## src/rtl/blur_stream_out_if.sv

```systemverilog
// Valid/ready output stream carrying one tagged beat of PIXCNT pixels.
//
// Signals:
//   m_data  - DWIDTH*PIXCNT-bit beat, pixel 0 in the LSBs
//   m_valid - a beat is presented
//   m_ready - the sink accepts the beat presented this cycle
//   m_sof   - first beat of a frame
//   m_eol   - last beat of a row
//   m_eof   - last beat of a frame
//
// Modports: master (the stage driving the stream), slave (the sink).
interface blur_stream_out_if #(
    parameter int DWIDTH = 10,
    parameter int PIXCNT = 8
);
    logic [DWIDTH*PIXCNT-1:0] m_data;
    logic                     m_valid;
    logic                     m_ready;
    logic                     m_sof;
    logic                     m_eol;
    logic                     m_eof;

    modport master (
        output m_data,
        output m_valid,
        output m_sof,
        output m_eol,
        output m_eof,
        input  m_ready
    );

    modport slave (
        input  m_data,
        input  m_valid,
        input  m_sof,
        input  m_eol,
        input  m_eof,
        output m_ready
    );
endinterface

```

## src/rtl/blur_stream_out.sv

```systemverilog
// Output stage behind the blur filter. The filter pushes beats with no
// backpressure; each beat is tagged with sof/eol/eof from row/column
// position counters, buffered in a first-word-fall-through FIFO and
// presented on a valid/ready master stream. A beat arriving at a full FIFO
// is dropped and flags overflow; beats outside a frame and unexpected or
// empty new_frame pulses flag sync_err.
//
// Ports:
//   sys_clk, sys_rst_n - clock, asynchronous active-low reset
//   rowSize, colSize   - frame geometry, sampled on new_frame
//   new_frame          - single-cycle start-of-frame pulse
//   data_in, data_vld  - push-only input beat and its qualifier
//   m                  - tagged valid/ready output stream (master)
//   fifo_level         - current FIFO occupancy
//   overflow           - sticky: a beat was dropped on a full FIFO
//   sync_err           - sticky: framing error
//   frame_done         - one-cycle pulse after the eof beat handshakes
module blur_stream_out #(
    parameter int DWIDTH     = 10,
    parameter int PIXCNT     = 8,
    parameter int ROWS       = 2048,
    parameter int COLS       = 2448,
    parameter int FIFO_DEPTH = 16
) (
    input  logic                          sys_clk,
    input  logic                          sys_rst_n,
    input  logic [$clog2(ROWS)-1:0]       rowSize,
    input  logic [$clog2(COLS)-1:0]       colSize,
    input  logic                          new_frame,
    input  logic [DWIDTH*PIXCNT-1:0]      data_in,
    input  logic                          data_vld,
    blur_stream_out_if.master             m,
    output logic [$clog2(FIFO_DEPTH):0]   fifo_level,
    output logic                          overflow,
    output logic                          sync_err,
    output logic                          frame_done
);
    localparam int LOG2PIX = $clog2(PIXCNT);
    localparam int RW      = $clog2(ROWS);
    localparam int CW      = $clog2(COLS);
    localparam int BW      = CW - LOG2PIX;
    localparam int DW      = DWIDTH * PIXCNT;
    localparam int EW      = DW + 3;
    localparam int AW      = $clog2(FIFO_DEPTH);
    localparam int LW      = AW + 1;

    typedef enum logic {
        IDLE,
        ACTIVE
    } state_t;

    state_t        state_q, state_d;
    logic [BW-1:0] bpr_q, bpr_d;
    logic [RW-1:0] rows_q, rows_d;
    logic [BW-1:0] col_q, col_d;
    logic [RW-1:0] row_q, row_d;
    logic          overflow_q, overflow_d;
    logic          syncErr_q, syncErr_d;
    logic          frameDone_q, frameDone_d;
    logic [LW-1:0] wrPtr_q, wrPtr_d;
    logic [LW-1:0] rdPtr_q, rdPtr_d;

    logic [EW-1:0] mem [FIFO_DEPTH];

    logic [BW-1:0] newBpr;
    logic          startFrame;
    logic          badFrame;
    logic          inFrame;
    logic          beat;
    logic [BW-1:0] curBpr;
    logic [RW-1:0] curRows;
    logic [BW-1:0] curCol;
    logic [RW-1:0] curRow;
    logic          tagSof;
    logic          tagEol;
    logic          tagEof;
    logic [LW-1:0] level;
    logic          empty;
    logic          full;
    logic          push;
    logic          pop;
    logic          flagClear;
    logic          errSet;
    logic [EW-1:0] head;

    // The shift consumes every colSize bit, so the ignored low bits simply
    // fall off rather than being left dangling.
    assign newBpr = BW'(colSize >> LOG2PIX);

    // A frame is only accepted with non-zero geometry. A beat arriving in the
    // same cycle as an accepted new_frame belongs to the new frame, so the
    // tag and counter logic below looks at the "effective" sizes/positions,
    // which already reflect the restart.
    always_comb begin
        startFrame = new_frame && (newBpr != '0) && (rowSize != '0);
        badFrame   = new_frame && !startFrame;
        inFrame    = ((state_q == ACTIVE) && !badFrame) || startFrame;
        beat       = data_vld && inFrame;

        curBpr  = startFrame ? newBpr  : bpr_q;
        curRows = startFrame ? rowSize : rows_q;
        curCol  = startFrame ? '0      : col_q;
        curRow  = startFrame ? '0      : row_q;

        tagSof = (curCol == '0) && (curRow == '0);
        tagEol = (curCol == curBpr - BW'(1));
        tagEof = tagEol && (curRow == curRows - RW'(1));
    end

    // FIFO occupancy comes from the pointer difference; the extra pointer bit
    // separates full from empty. Pushing into a full FIFO is allowed when the
    // head leaves on the same edge, which keeps full-rate streaming.
    always_comb begin
        level = wrPtr_q - rdPtr_q;
        empty = (level == '0);
        full  = (level == LW'(FIFO_DEPTH));
        pop   = !empty && m.m_ready;
        push  = beat && (!full || pop);
        head  = mem[rdPtr_q[AW-1:0]];
    end

    // Next-state for the frame FSM, position counters, sticky flags and FIFO
    // pointers. Counters advance on every in-frame beat even when the FIFO
    // drops it, so tagging stays aligned with the incoming frame.
    always_comb begin
        state_d     = state_q;
        bpr_d       = bpr_q;
        rows_d      = rows_q;
        col_d       = col_q;
        row_d       = row_q;
        wrPtr_d     = wrPtr_q;
        rdPtr_d     = rdPtr_q;

        if (startFrame) begin
            state_d = ACTIVE;
            bpr_d   = newBpr;
            rows_d  = rowSize;
            col_d   = '0;
            row_d   = '0;
        end else if (badFrame) begin
            state_d = IDLE;
        end

        if (beat) begin
            if (tagEol) begin
                col_d = '0;
                row_d = tagEof ? '0 : curRow + RW'(1);
            end else begin
                col_d = curCol + BW'(1);
            end
            if (tagEof) begin
                state_d = IDLE;
            end
        end

        // Only a frame accepted from IDLE clears the sticky flags; a set
        // event in the same cycle still wins.
        flagClear  = startFrame && (state_q == IDLE);
        errSet     = (data_vld && !inFrame) || badFrame
                     || (new_frame && (state_q == ACTIVE));
        syncErr_d  = (syncErr_q && !flagClear) || errSet;
        overflow_d = (overflow_q && !flagClear) || (beat && full && !pop);

        if (push) begin
            wrPtr_d = wrPtr_q + LW'(1);
        end
        if (pop) begin
            rdPtr_d = rdPtr_q + LW'(1);
        end

        frameDone_d = pop && head[DW+2];
    end

    // All control state resets asynchronously; clearing the pointers
    // discards any queued beats at once.
    always_ff @(posedge sys_clk or negedge sys_rst_n) begin
        if (!sys_rst_n) begin
            state_q     <= IDLE;
            bpr_q       <= '0;
            rows_q      <= '0;
            col_q       <= '0;
            row_q       <= '0;
            overflow_q  <= 1'b0;
            syncErr_q   <= 1'b0;
            frameDone_q <= 1'b0;
            wrPtr_q     <= '0;
            rdPtr_q     <= '0;
        end else begin
            state_q     <= state_d;
            bpr_q       <= bpr_d;
            rows_q      <= rows_d;
            col_q       <= col_d;
            row_q       <= row_d;
            overflow_q  <= overflow_d;
            syncErr_q   <= syncErr_d;
            frameDone_q <= frameDone_d;
            wrPtr_q     <= wrPtr_d;
            rdPtr_q     <= rdPtr_d;
        end
    end

    // Storage needs no reset: an entry is only visible once the write
    // pointer has moved past it.
    always_ff @(posedge sys_clk) begin
        if (push) begin
            mem[wrPtr_q[AW-1:0]] <= {tagEof, tagEol, tagSof, data_in};
        end
    end

    // Data and tags are gated by valid so nothing stale leaks out of an
    // empty FIFO or during reset.
    assign m.m_valid  = !empty;
    assign m.m_data   = empty ? '0 : head[DW-1:0];
    assign m.m_sof    = !empty && head[DW];
    assign m.m_eol    = !empty && head[DW+1];
    assign m.m_eof    = !empty && head[DW+2];
    assign fifo_level = level;
    assign overflow   = overflow_q;
    assign sync_err   = syncErr_q;
    assign frame_done = frameDone_q;
endmodule
```

## src/flat_wrapper.sv

```systemverilog
// flat-port wrapper written by rule: the top's interface ports become plain ports
module blur_stream_out_flat 
#(
    parameter int DWIDTH     = 10,
    parameter int PIXCNT     = 8,
    parameter int ROWS       = 2048,
    parameter int COLS       = 2448,
    parameter int FIFO_DEPTH = 16
)
  (sys_clk, sys_rst_n, rowSize, colSize, new_frame, data_in, data_vld, fifo_level, overflow, sync_err, frame_done, m_m_data, m_m_valid, m_m_sof, m_m_eol, m_m_eof, m_m_ready);
  blur_stream_out_if #(.DWIDTH(DWIDTH), .PIXCNT(PIXCNT)) m_i ();
  input  logic sys_clk;
  input  logic sys_rst_n;
  input  logic [$clog2(ROWS)-1:0] rowSize;
  input  logic [$clog2(COLS)-1:0] colSize;
  input  logic new_frame;
  input  logic [DWIDTH*PIXCNT-1:0] data_in;
  input  logic data_vld;
  output logic [$clog2(FIFO_DEPTH):0] fifo_level;
  output logic overflow;
  output logic sync_err;
  output logic frame_done;
  output wire logic [$bits(m_i.m_data)-1:0] m_m_data;
  output wire logic [$bits(m_i.m_valid)-1:0] m_m_valid;
  output wire logic [$bits(m_i.m_sof)-1:0] m_m_sof;
  output wire logic [$bits(m_i.m_eol)-1:0] m_m_eol;
  output wire logic [$bits(m_i.m_eof)-1:0] m_m_eof;
  input wire logic [$bits(m_i.m_ready)-1:0] m_m_ready;
  assign m_m_data = m_i.m_data;
  assign m_m_valid = m_i.m_valid;
  assign m_m_sof = m_i.m_sof;
  assign m_m_eol = m_i.m_eol;
  assign m_m_eof = m_i.m_eof;
  assign m_i.m_ready = m_m_ready;
  blur_stream_out #(.DWIDTH(DWIDTH), .PIXCNT(PIXCNT), .ROWS(ROWS), .COLS(COLS), .FIFO_DEPTH(FIFO_DEPTH)) u_core (.sys_clk(sys_clk), .sys_rst_n(sys_rst_n), .rowSize(rowSize), .colSize(colSize), .new_frame(new_frame), .data_in(data_in), .data_vld(data_vld), .m(m_i), .fifo_level(fifo_level), .overflow(overflow), .sync_err(sync_err), .frame_done(frame_done));
endmodule
```

## config.mk

```make
export PLATFORM = sky130hd
export DESIGN_NAME = blur_stream_out_flat
export DESIGN_NICKNAME = d
export VERILOG_FILES = /design/src/rtl/blur_stream_out_if.sv /design/src/rtl/blur_stream_out.sv /design/src/flat_wrapper.sv
export SDC_FILE = /design/constraint.sdc
export NUM_CORES = 2
export LEC_CHECK = 0
export CORE_MARGIN = 5
export CORE_UTILIZATION = 55
export CTS_CLUSTER_SIZE = 40
export DETAILED_ROUTE_END_ITERATION = 10
export PLACE_DENSITY = 0.73
export RECOVER_POWER = 25
export SYNTH_ARGS = -nofsm -noshare
export SYNTH_HDL_FRONTEND = slang
export SYNTH_SLANG_ARGS = --single-unit
```

## constraint.sdc

```tcl
create_clock -name sys_clk -period 9.7 [get_ports sys_clk]
set_input_delay 1.94 -clock sys_clk [delete_from_list [all_inputs] [get_ports sys_clk]]
set_output_delay 1.94 -clock sys_clk [all_outputs]
set_load 0.03 [all_outputs]
```

==> results.md <==
* Root Buffer: clkbuf_16
* First-pass GRT wire length at 177 mm
* FF-to-FF setup slack at 4.42 ns
* Status: finished with violations
* H-tree depth at 4
* Pwr Density at 298 mW/mm²
* Routability cong. at 0.867
* Total negative slack at 0 ns
* Yosys reg bits at 1382
* EDFF count, synth at 1328
* Synth Cell Area at 0.0541 mm²
* Max-Cap Viols at 1
* Total global-route track usage at 23.2%
* CTS tree: yes
* Starting DRT DRC Count at 2598
* Clk buf depth at 3
* Core area at 0.0980 mm²
* Total Wirelength at 119 mm
* Final Hold Fails at 0
* Synth area leader: edfxtp_1
* Die X at 324 µm
* Delay-heaviest family, CP: buffers and inverters
* Sequential area share after synthesis at 76.2%
* TritonCTS Buffers at 139
* Port Buffer Count at 196
* CP required at 7.76 ns
* HPWL reported at the end of detailed placement at 59.0 mm
* Clock-pin slew on the worst setup and hold paths at 0.06 ns
* Worst-Skew Late Latency at 0.76 ns
* Slew headroom at -101%
* Post-route ant nets at 0
* Slowest cell on crit path: dfrtp_4
* Antenna violations before repair at 18
* Fin crit period at 7.32 ns
* Clk sinks at 1382
* Final period util at 75.4%
* Crit Path Class: reg -> out
* Crit end category: output pin
* WL/cell at 29.5 µm
* Fraction of registers with async set/reset at 3.91%
* 1st-pass router iterations at 9
* P&R area growth vs syn at 14.2%
* Synthesized area per cell at 22.7 µm²
* IO Count at 200
* Fillers at 6371
* Share of cells above drive strength 1 at 25.3%
* Gr ovfl total at 0
* Initial Util at 55.2%
* Worst ir drop on vdd at 0.000251 V
* PostCTS Resize Cnt at 0
* Synth cell types at 71
* Vias in the first global route at 26852
* Cells after Synth at 2384
* Vias/cell at 6.31
* Final #Nets at 2764
* Commonest cells in the netlist: edfxtp_1 (1328), mux4_2 (415), clkbuf_1 (85)
* Hold Crit Class: reg -> reg
* P_leak at 0.0196 µW
* RSZ-0062 raised after global routing: false
* YS warnings at 0
* Vias at 25484
* Die area at 0.105 mm²
* Crit path arrival time at 5.38 ns
* Crit-path max FO at 48
* Fmax at 0.137 GHz
* Clock Skew at 0.0249 ns
* Critical path's largest stage delay at 1.05 ns
* Actual slew at the worst max-slew pin at 3.01 ns
* Post-synth top area share at 73.7%
* Number of rows created at floorplan at 115
* Setup bufs post-CTS at 0
* # DRC at 0
* Top_reg_cell synth: edfxtp_1
* Startpoint Class: register
* # hold bufs at CTS at 0
* Die H at 324 µm
* Failing checks: max-capacitance violations, max-slew violations
* Largest net degree at the start of global routing at 101
* Final Max Tran Viols at 55
* Post-synth net total at 2508
* Synth area leaders: edfxtp_1 (74%), mux4_2 (17%), dfrtp_1 (2.5%)
* Number of setup violations in the final report at 0
* Buf+Inv Stages, Crit Path at 3
* Cells along the critical path: buf_4, buf_4, mux4_2, mux4_2, nor2b_1, clkdlybuf4s50_1
* Total power at 18400 µW
* Top-count cell post-synth: edfxtp_1
==> layout make-up <==
cell class	count	area, µm²	area share (%)
antenna	8	20.0	0.0324
clock buffer	173	3660	5.92
clock inverter	72	510	0.826
inverter	32	128	0.207
multi-input combinational	849	12300	19.9
sequential	1382	41200	66.7
tap	1287	1610	2.61
timing repair buffer	236	2300	3.73
==> per-layer routing <==
layer  GRT usage, %  up-vias  routed length [µm]
met2           39.2     1023               61600
met4           5.63        6                2420
met1           32.4    13709               47600
met3           4.05      183                7570
li1               -    10563                   -
met5              0        -                  42
==> worst register-to-register path: stages, from the launching register on <==
cell and delay [ns]:
dfrtp_4 1.08, inv_1 0.17, ha_1 0.39, a21oi_1 0.09, xnor2_1 0.42, nor4_1 0.20, nor4b_1 0.75, and2_4 0.80
buf_4 0.93
==> flip-flops by register name, summed over array words and instances (netlist names) <==
| signal | count |
|---|---|
| u_core.bpr_q | 9 |
| u_core.col_q | 9 |
| u_core.frame_done | 1 |
| u_core.mem | 1328 |
| u_core.overflow | 1 |
| u_core.rdPtr_q | 5 |
| u_core.row_q | 11 |
| u_core.rows_q | 11 |
| u_core.state_q | 1 |
| u_core.sync_err | 1 |
| u_core.wrPtr_q | 5 |
==> report_power, final <==
group	total, µW	switching (µW)	internal [µW]
logic	6250	3340	2920
registers	7270	274	7000
clock network	4920	2180	2740
total	18400	5790	12700
==> layout by cell type (no fill, tap or decap), drive strengths merged, types with 37 or more instances in the layout <==
cell | Yosys | layout
clkinv | 0 | 65
dfrtp | 54 | 54
buf | 35 | 40
clkdlybuf4s50 | 0 | 150
dlygate4sd3 | 0 | 45
mux4 | 415 | 415
clkbuf | 86 | 174
nor2b | 84 | 84
nand2 | 69 | 69
edfxtp | 1328 | 1328
inv | 32 | 37
==> stage by stage <==
| step | setup WS [ns] | cells | util (%) | cell area, µm² | hold WS [ns] |
|---|---|---|---|---|---|
| 3_5_place_dp | 2.74 | 3786 | 58.8 | 57600 | 0.484 |
| 6_report | 2.38 | 4039 | 63.1 | 61800 | 0.498 |
| 4_1_cts | 2.16 | 4031 | 63.0 | 61800 | 0.502 |
| 2_1_floorplan | 0.309 | 2384 | - | 54100 | 0.465 |
| 5_1_grt | 1.89 | 4034 | 63.0 | 61800 | 0.530 |
| 3_3_place_gp | 2.88 | 3786 | 58.8 | 57600 | 0.487 |
==> cell families after synthesis <==
kind of cell             after synthesis  synth area share (%)
flip-flops                          1382                  76.2
multiplexers                         420                  17.4
AND/OR/NAND/NOR                      289                  3.02
buffers and inverters                153                  1.17
AO/OA/AOI/OAI                         77                  1.10
XOR/XNOR                              47                 0.761
adder cells (fa/ha/maj)               16                 0.384
==> final timing paths <==
path                                          startpoint                       endpoint  cells after the start
setup reg to reg           u_core.rdPtr_q[2]$_DFFE_PN0P_    u_core.mem[9][74]$_DFFE_PP_                      8
min in group asynchronous                      sys_rst_n     u_core.rows_q[7]$_DFF_PN0_                      2
hold reg to reg                u_core.bpr_q[8]$_DFF_PN0_      u_core.bpr_q[8]$_DFF_PN0_                      2
hold / removal                 u_core.bpr_q[8]$_DFF_PN0_      u_core.bpr_q[8]$_DFF_PN0_                      2
max in group asynchronous                      sys_rst_n  u_core.rdPtr_q[1]$_DFFE_PN0P_                      2
setup / recovery           u_core.rdPtr_q[0]$_DFFE_PN0P_                        m_m_eol                      6
No activity file was read; power rests on OpenSTA's default activity.
